===== config.mk =====
export PLATFORM = sky130hd
export DESIGN_NAME = cpu_run_ctrl
export DESIGN_NICKNAME = d
export VERILOG_FILES = /design/src/rtl/cpu_run_ctrl.sv
export SDC_FILE = /design/constraint.sdc
export NUM_CORES = 1
export LEC_CHECK = 0
export CAP_MARGIN = 10
export CORE_MARGIN = 5
export CORE_UTILIZATION = 60
export DETAILED_ROUTE_END_ITERATION = 12
export PLACE_DENSITY = 0.9
export SYNTH_ARGS = -nofsm -noshare
export SYNTH_HDL_FRONTEND = slang
export SYNTH_SLANG_ARGS = --single-unit

===== constraint.sdc =====
create_clock -name clk -period 4.09 [get_ports clk]
set_input_delay 0.818 -clock clk [delete_from_list [all_inputs] [get_ports clk]]
set_output_delay 0.818 -clock clk [all_outputs]
set_load 0.01 [all_outputs]

===== src/rtl/cpu_run_ctrl.sv =====
// Run/step controller for the single-cycle core: reset sequencing, per-cycle
// clock enable generation (halt / free run / debounced step / run-N) and a
// saturating executed-cycle counter.
module cpu_run_ctrl #(
  parameter int unsigned CNT_W      = 16,
  parameter int unsigned RST_CYCLES = 2,
  parameter int unsigned DEB_CYCLES = 1000
) (
  input  logic             clk,
  input  logic             rst,
  input  logic             soft_rst,
  input  logic [1:0]       mode,
  input  logic             start,
  input  logic             step_btn,
  input  logic [CNT_W-1:0] run_count,
  output logic             core_rst,
  output logic             core_en,
  output logic             busy,
  output logic             done,
  output logic [CNT_W-1:0] cycles
);

  localparam int unsigned RST_W = (RST_CYCLES > 1) ? $clog2(RST_CYCLES + 1) : 1;
  localparam int unsigned DEB_W = (DEB_CYCLES > 1) ? $clog2(DEB_CYCLES) : 1;

  localparam logic [1:0] MODE_HALT = 2'b00;
  localparam logic [1:0] MODE_FREE = 2'b01;
  localparam logic [1:0] MODE_STEP = 2'b10;
  localparam logic [1:0] MODE_RUNN = 2'b11;

  typedef enum logic [2:0] {
    S_RST_SEQ,
    S_IDLE,
    S_FREE,
    S_STEP,
    S_RUN_N
  } state_t;

  state_t           state, state_nx;
  logic [RST_W-1:0] rst_cnt, rst_cnt_nx;
  logic [CNT_W-1:0] remaining, remaining_nx;
  logic             core_rst_nx, core_en_nx, busy_nx, done_nx;

  logic [1:0]       btn_sync;
  logic             deb_level;
  logic [DEB_W-1:0] deb_cnt;
  logic             step_evt;

  // Synchronize the raw button, debounce it and flag debounced rising edges.
  always_ff @(posedge clk) begin
    if (rst) begin
      btn_sync  <= 2'b00;
      deb_level <= 1'b0;
      deb_cnt   <= '0;
      step_evt  <= 1'b0;
    end else begin
      btn_sync <= {btn_sync[0], step_btn};
      step_evt <= 1'b0;
      if (btn_sync[1] != deb_level) begin
        if (deb_cnt == DEB_W'(DEB_CYCLES - 1)) begin
          deb_level <= btn_sync[1];
          deb_cnt   <= '0;
          step_evt  <= btn_sync[1];
        end else begin
          deb_cnt <= deb_cnt + DEB_W'(1);
        end
      end else begin
        deb_cnt <= '0;
      end
    end
  end

  // State register and registered outputs.
  always_ff @(posedge clk) begin
    if (rst) begin
      state     <= S_RST_SEQ;
      rst_cnt   <= RST_W'(RST_CYCLES);
      remaining <= '0;
      core_rst  <= 1'b1;
      core_en   <= 1'b0;
      busy      <= 1'b0;
      done      <= 1'b0;
    end else begin
      state     <= state_nx;
      rst_cnt   <= rst_cnt_nx;
      remaining <= remaining_nx;
      core_rst  <= core_rst_nx;
      core_en   <= core_en_nx;
      busy      <= busy_nx;
      done      <= done_nx;
    end
  end

  // Next state and next output values; an enable is issued in the same
  // cycle the state enters FREE, STEP or RUN_N.
  always_comb begin
    state_nx     = state;
    rst_cnt_nx   = rst_cnt;
    remaining_nx = remaining;
    core_rst_nx  = 1'b0;
    core_en_nx   = 1'b0;
    done_nx      = 1'b0;
    busy_nx      = 1'b0;

    if (soft_rst) begin
      state_nx    = S_RST_SEQ;
      rst_cnt_nx  = RST_W'(RST_CYCLES);
      core_rst_nx = 1'b1;
    end else begin
      case (state)
        S_RST_SEQ: begin
          if (rst_cnt <= RST_W'(1)) begin
            state_nx = S_IDLE;
          end else begin
            rst_cnt_nx  = rst_cnt - RST_W'(1);
            core_rst_nx = 1'b1;
          end
        end
        S_IDLE: begin
          case (mode)
            MODE_HALT: state_nx = S_IDLE;
            MODE_FREE: begin
              state_nx   = S_FREE;
              core_en_nx = 1'b1;
            end
            MODE_STEP: begin
              if (step_evt) begin
                state_nx   = S_STEP;
                core_en_nx = 1'b1;
              end
            end
            MODE_RUNN: begin
              if (start) begin
                if (run_count == '0) begin
                  remaining_nx = '0;
                  done_nx      = 1'b1;
                end else begin
                  remaining_nx = run_count - CNT_W'(1);
                  state_nx     = S_RUN_N;
                  core_en_nx   = 1'b1;
                end
              end
            end
            default: state_nx = S_IDLE;
          endcase
        end
        S_FREE: begin
          if (mode == MODE_FREE) begin
            core_en_nx = 1'b1;
          end else begin
            state_nx = S_IDLE;
          end
        end
        S_STEP: begin
          state_nx = S_IDLE;
        end
        S_RUN_N: begin
          if (mode != MODE_RUNN) begin
            state_nx = S_IDLE;
          end else if (remaining == '0) begin
            state_nx = S_IDLE;
            done_nx  = 1'b1;
          end else begin
            remaining_nx = remaining - CNT_W'(1);
            core_en_nx   = 1'b1;
          end
        end
        default: begin
          state_nx    = S_RST_SEQ;
          rst_cnt_nx  = RST_W'(RST_CYCLES);
          core_rst_nx = 1'b1;
        end
      endcase
    end

    busy_nx = (state_nx == S_FREE) || (state_nx == S_STEP) || (state_nx == S_RUN_N);
  end

  // Saturating count of enabled core cycles, tracking core_en as it is issued.
  always_ff @(posedge clk) begin
    if (rst) begin
      cycles <= '0;
    end else if (soft_rst) begin
      cycles <= '0;
    end else if (core_en_nx && (cycles != '1)) begin
      cycles <= cycles + CNT_W'(1);
    end
  end

endmodule


==> results.md <==
- Most used cells in the layout excluding fill and tap cells: dfxtp_1, clkdlybuf4s50_1, nor2_1, nand2_1, o21ai_0
- Number of antenna violations at the first check in global routing: 0
- Final Net Count: 460
- Levels on crit path: 10
- CTS tree: yes
- Average vias per placed instance: between 6 and 7
- Depth of the worst hold-timing path: 1
- Cell type contributing the most total cell area after synthesis: dfxtp_1
- Count of warnings emitted by yosys: 0
- Average size of a mapped cell: 8.288 µm²
- Final period util: 79.77%
- Post-place instance area: 0.003714 mm²
- Unrepaired setup endpoints after global routing: no
- VDD IR-drop max: around 0.00015 V
- Fin. max-slew vios: 0
- Post-synth EDFFs: 0
- Core area: between 0.005 and 0.006 mm²
- H-tree levels: 2
- Wire per inst: 14.43 µm
- Total power per unit cell area: 244.7 mW/mm²
- Setup ws final: 0.8274 ns
- Clock power frac: 31.9%
- Number of fill cells in the layout: around 410
- Number of buffers added by the clock tree synthesis step: 5
- Total number of placement rows: 26
- CTS-repair resized insts: 0
- Cell-by-cell listing of the critical path: clkdlybuf4s50_1 -> inv_1 -> ha_1 -> or3b_2 -> nor4_4 -> a31oi_2 -> o31ai_4 -> buf_4 -> or4_1 -> a21oi_2
- Pin count of the biggest net entering global routing: 27
- Class of the most critical setup path: in2reg
- Total iterations of the first detailed-routing run: 5
- Wire length of the first global-routing pass: 12.44 mm
- Worst path required time: ~4.3 ns
- Net count of the mapped netlist: 423
- Overall die area: approximately 0.0070 mm²
- Width of the die: roughly 84 µm
- Critical path's top delay family: buffers and inverters
- Worst setup slack after placement: between 0.4 and 0.5 ns
- Sw Ratio: between 20% and 30%
- Final weighted congestion of routability-driven global placement: around 0.88
- Type of the most critical hold path: reg2reg
- Combinational share of power: approximately 9.7%
- Critical path's largest stage delay: about 0.60 ns
- Combined area of the multi-input logic cells: ~0.0020 mm²
- Post-cts hold buffer count: 0
- Number of antenna diodes: 0
- Root buffer cell: clkbuf_8
- Area growth syn-to-layout: 16.32%
- Starting density of the core: between 60 and 70%
- TritonCTS Sinks: 55
- Total global routing overflow: 0
- Die Span Y: about 84 µm
- Worst-Skew Late Latency: between 0.3 and 0.4 ns
- Count of mapped cells out of synthesis: ~400
- Final clock skew: around 0.008 ns
- Most common cell after layout, fill and taps aside: dfxtp_1
- Total wire length: 7.243 mm
- Clock slew seen by the registers of the worst setup and hold paths: about 0.10 ns
- Final Hold Violating Endpoints: 0
- Crit path buffers/inverters: 3
- Count of different cell masters after synthesis: 69
- Share of the yosys chip area belonging to registers: 33.72%
- Number of input and output port buffers inserted: 42
- Boundary pin count: 43
- Flip-flop cell with the highest count after synthesis: dfxtp_1
- Top post-synthesis cells by area: dfxtp_1, nor2_1, a21oi_2
- Leakage: 1.235 nW
- HPWL reported at the end of detailed placement: roughly 5.3 mm
- Switching component of the power: 0.2266 mW
- Final number of setup-violating endpoints: 0
- Buffer levels on the longest clock path: 2
- Worst Path Max Fanout: 19
- DRC marker count from the first detailed-route iteration: 238
- Synth async-reset ratio: 0%
- Netlist Area Pre-Place: ~0.0033 mm²
- Endpoint type of the worst setup path: flip-flop
- Tightest slew margin relative to the limit: a little under three fifths
- Post-CTS setup repair buffer count: 0
- Cell-internal power: 0.7030 mW
- Post-layout utilization of the core: 72.98%
- Relative contribution of sequential cells to total power: between 50% and 60%
- Period minus WS final: about 3.3 ns
- Arrival @ worst endpoint: ~3.5 ns
- Worst R2R Path Depth: 7
- Final standard cell area without fillers: between 0.003 and 0.004 mm²
- Run status: complete, no violations
- Global-route usage over all layers: between 20% and 30%
- Number of design rule violations left after detail routing: 0
- Slew @ Worst Pin: 0.6714 ns
- Share of layout cells above drive strength 1: between 10 and 15%
- Final-layout setup total negative slack: 0 ns
- Achievable frequency: 0.3065 GHz
- Type of origin of the critical path: input port
- Antenna viol nets, final: 0
- Vias in the first global route: ~2.8k
- Number of register bits inferred by synthesis: 55
- Crit-path slowest cell: o31ai_4
- Vias post-DR: roughly 3k
- Max Cap Viol: 0
- Footprint of the flip-flops and latches: between 0.001 and 0.0015 mm²
- Share of Yosys cell area claimed by the top area cell type: 33.72%
-- path summary, 6_finish.rpt --
kind	start	to	slack [ns]
max	run_count[0]	cycles[13]$_SDFFE_PP0P_	0.83
min	btn_sync[0]$_SDFF_PP0_	btn_sync[1]$_SDFF_PP0_	0.44
max reg2reg	remaining[6]$_SDFFE_PP0P_	cycles[13]$_SDFFE_PP0P_	1.47
min reg2reg	btn_sync[0]$_SDFF_PP0_	btn_sync[1]$_SDFF_PP0_	0.44
-- power by group through the flow --
stage / Combinational (mW) / Clock, mW / Sequential (mW)
final: 0.0899 / 0.296 / 0.543
after CTS: 0.0897 / 0.300 / 0.543
after global placement: 0.0869 / 0 / 0.556
after global routing: 0.0987 / 0.325 / 0.544
after floorplan: 0.0501 / 0 / 0.554
after detailed placement: 0.0894 / 0 / 0.556
-- cell usage after synthesis (3+ instances only) --
cell / number
nand2_1: 26
a31oi_1: 3
mux2i_1: 3
o21ai_0: 24
o21ai_1: 6
nor2b_1: 5
nor2_1: 40
nand3_1: 10
buf_2: 3
o22ai_1: 10
dfxtp_1: 55
buf_6: 3
xnor2_1: 11
a22oi_1: 9
a21oi_1: 20
or3_1: 10
nor3_1: 12
and3_1: 9
o31ai_1: 6
clkbuf_1: 9
a211oi_1: 3
nand4_1: 9
ha_1: 6
inv_1: 13
nand2b_1: 3
xor2_1: 10
or4_1: 4
or4_2: 5
and3b_1: 3
a21oi_2: 14
-- metal layers --
metal	share of wire, %	GRT usage (%)	vias to the layer above
met2	49	36.15	99
met5	0	0	-
met3	6.3	4.047	12
met1	43	24.48	1404
met4	1.3	9.064	0
li1	-	-	1540
-- metrics by stage --
step / hold WS [ns] / instances / total power, mW
5_1_grt: 0.4676 / 502 / 0.9680
4_1_cts: 0.4476 / 502 / 0.9331
3_3_place_gp: 0.4158 / 494 / 0.6424
3_5_place_dp: 0.4260 / 494 / 0.6452
6_report: 0.4421 / 502 / 0.9297
2_1_floorplan: 0.4132 / 394 / 0.6042
-- kinds of logic (layout without fill, tap and decap cells) --
family / after synthesis / count (layout) / share of synthesized area (%)
AND/OR/NAND/NOR: 163 / 163 / 28.89
AO/OA/AOI/OAI: 116 / 116 / 24.06
flip-flops: 55 / 55 / 33.72
buffers and inverters: 30 / 68 / 4.482
XOR/XNOR: 21 / 21 / 5.632
adder cells (fa/ha/maj): 6 / 6 / 2.299
multiplexers: 3 / 3 / 0.9196
-- area by class of cell --
| type | instances | share of cell area, % |
|---|---|---|
| multi-input cells | 309 | 53.13 |
| clock inverters | 2 | 0.3294 |
| inverters | 13 | 1.285 |
| well taps | 70 | 2.306 |
| repair buffers | 47 | 12.06 |
| flip-flops and latches | 55 | 28.99 |
| clock buffers | 6 | 1.910 |
-- sequential cells by signal, summed over array words and instances (netlist names) --
| name | count |
|---|---|
| busy | 1 |
| core_en | 1 |
| btn_sync | 2 |
| deb_level | 1 |
| done | 1 |
| state | 3 |
| remaining | 16 |
| core_rst | 1 |
| rst_cnt | 2 |
| deb_cnt | 10 |
| cycles | 16 |
| step_evt | 1 |
(Power assumes the default switching activity.)
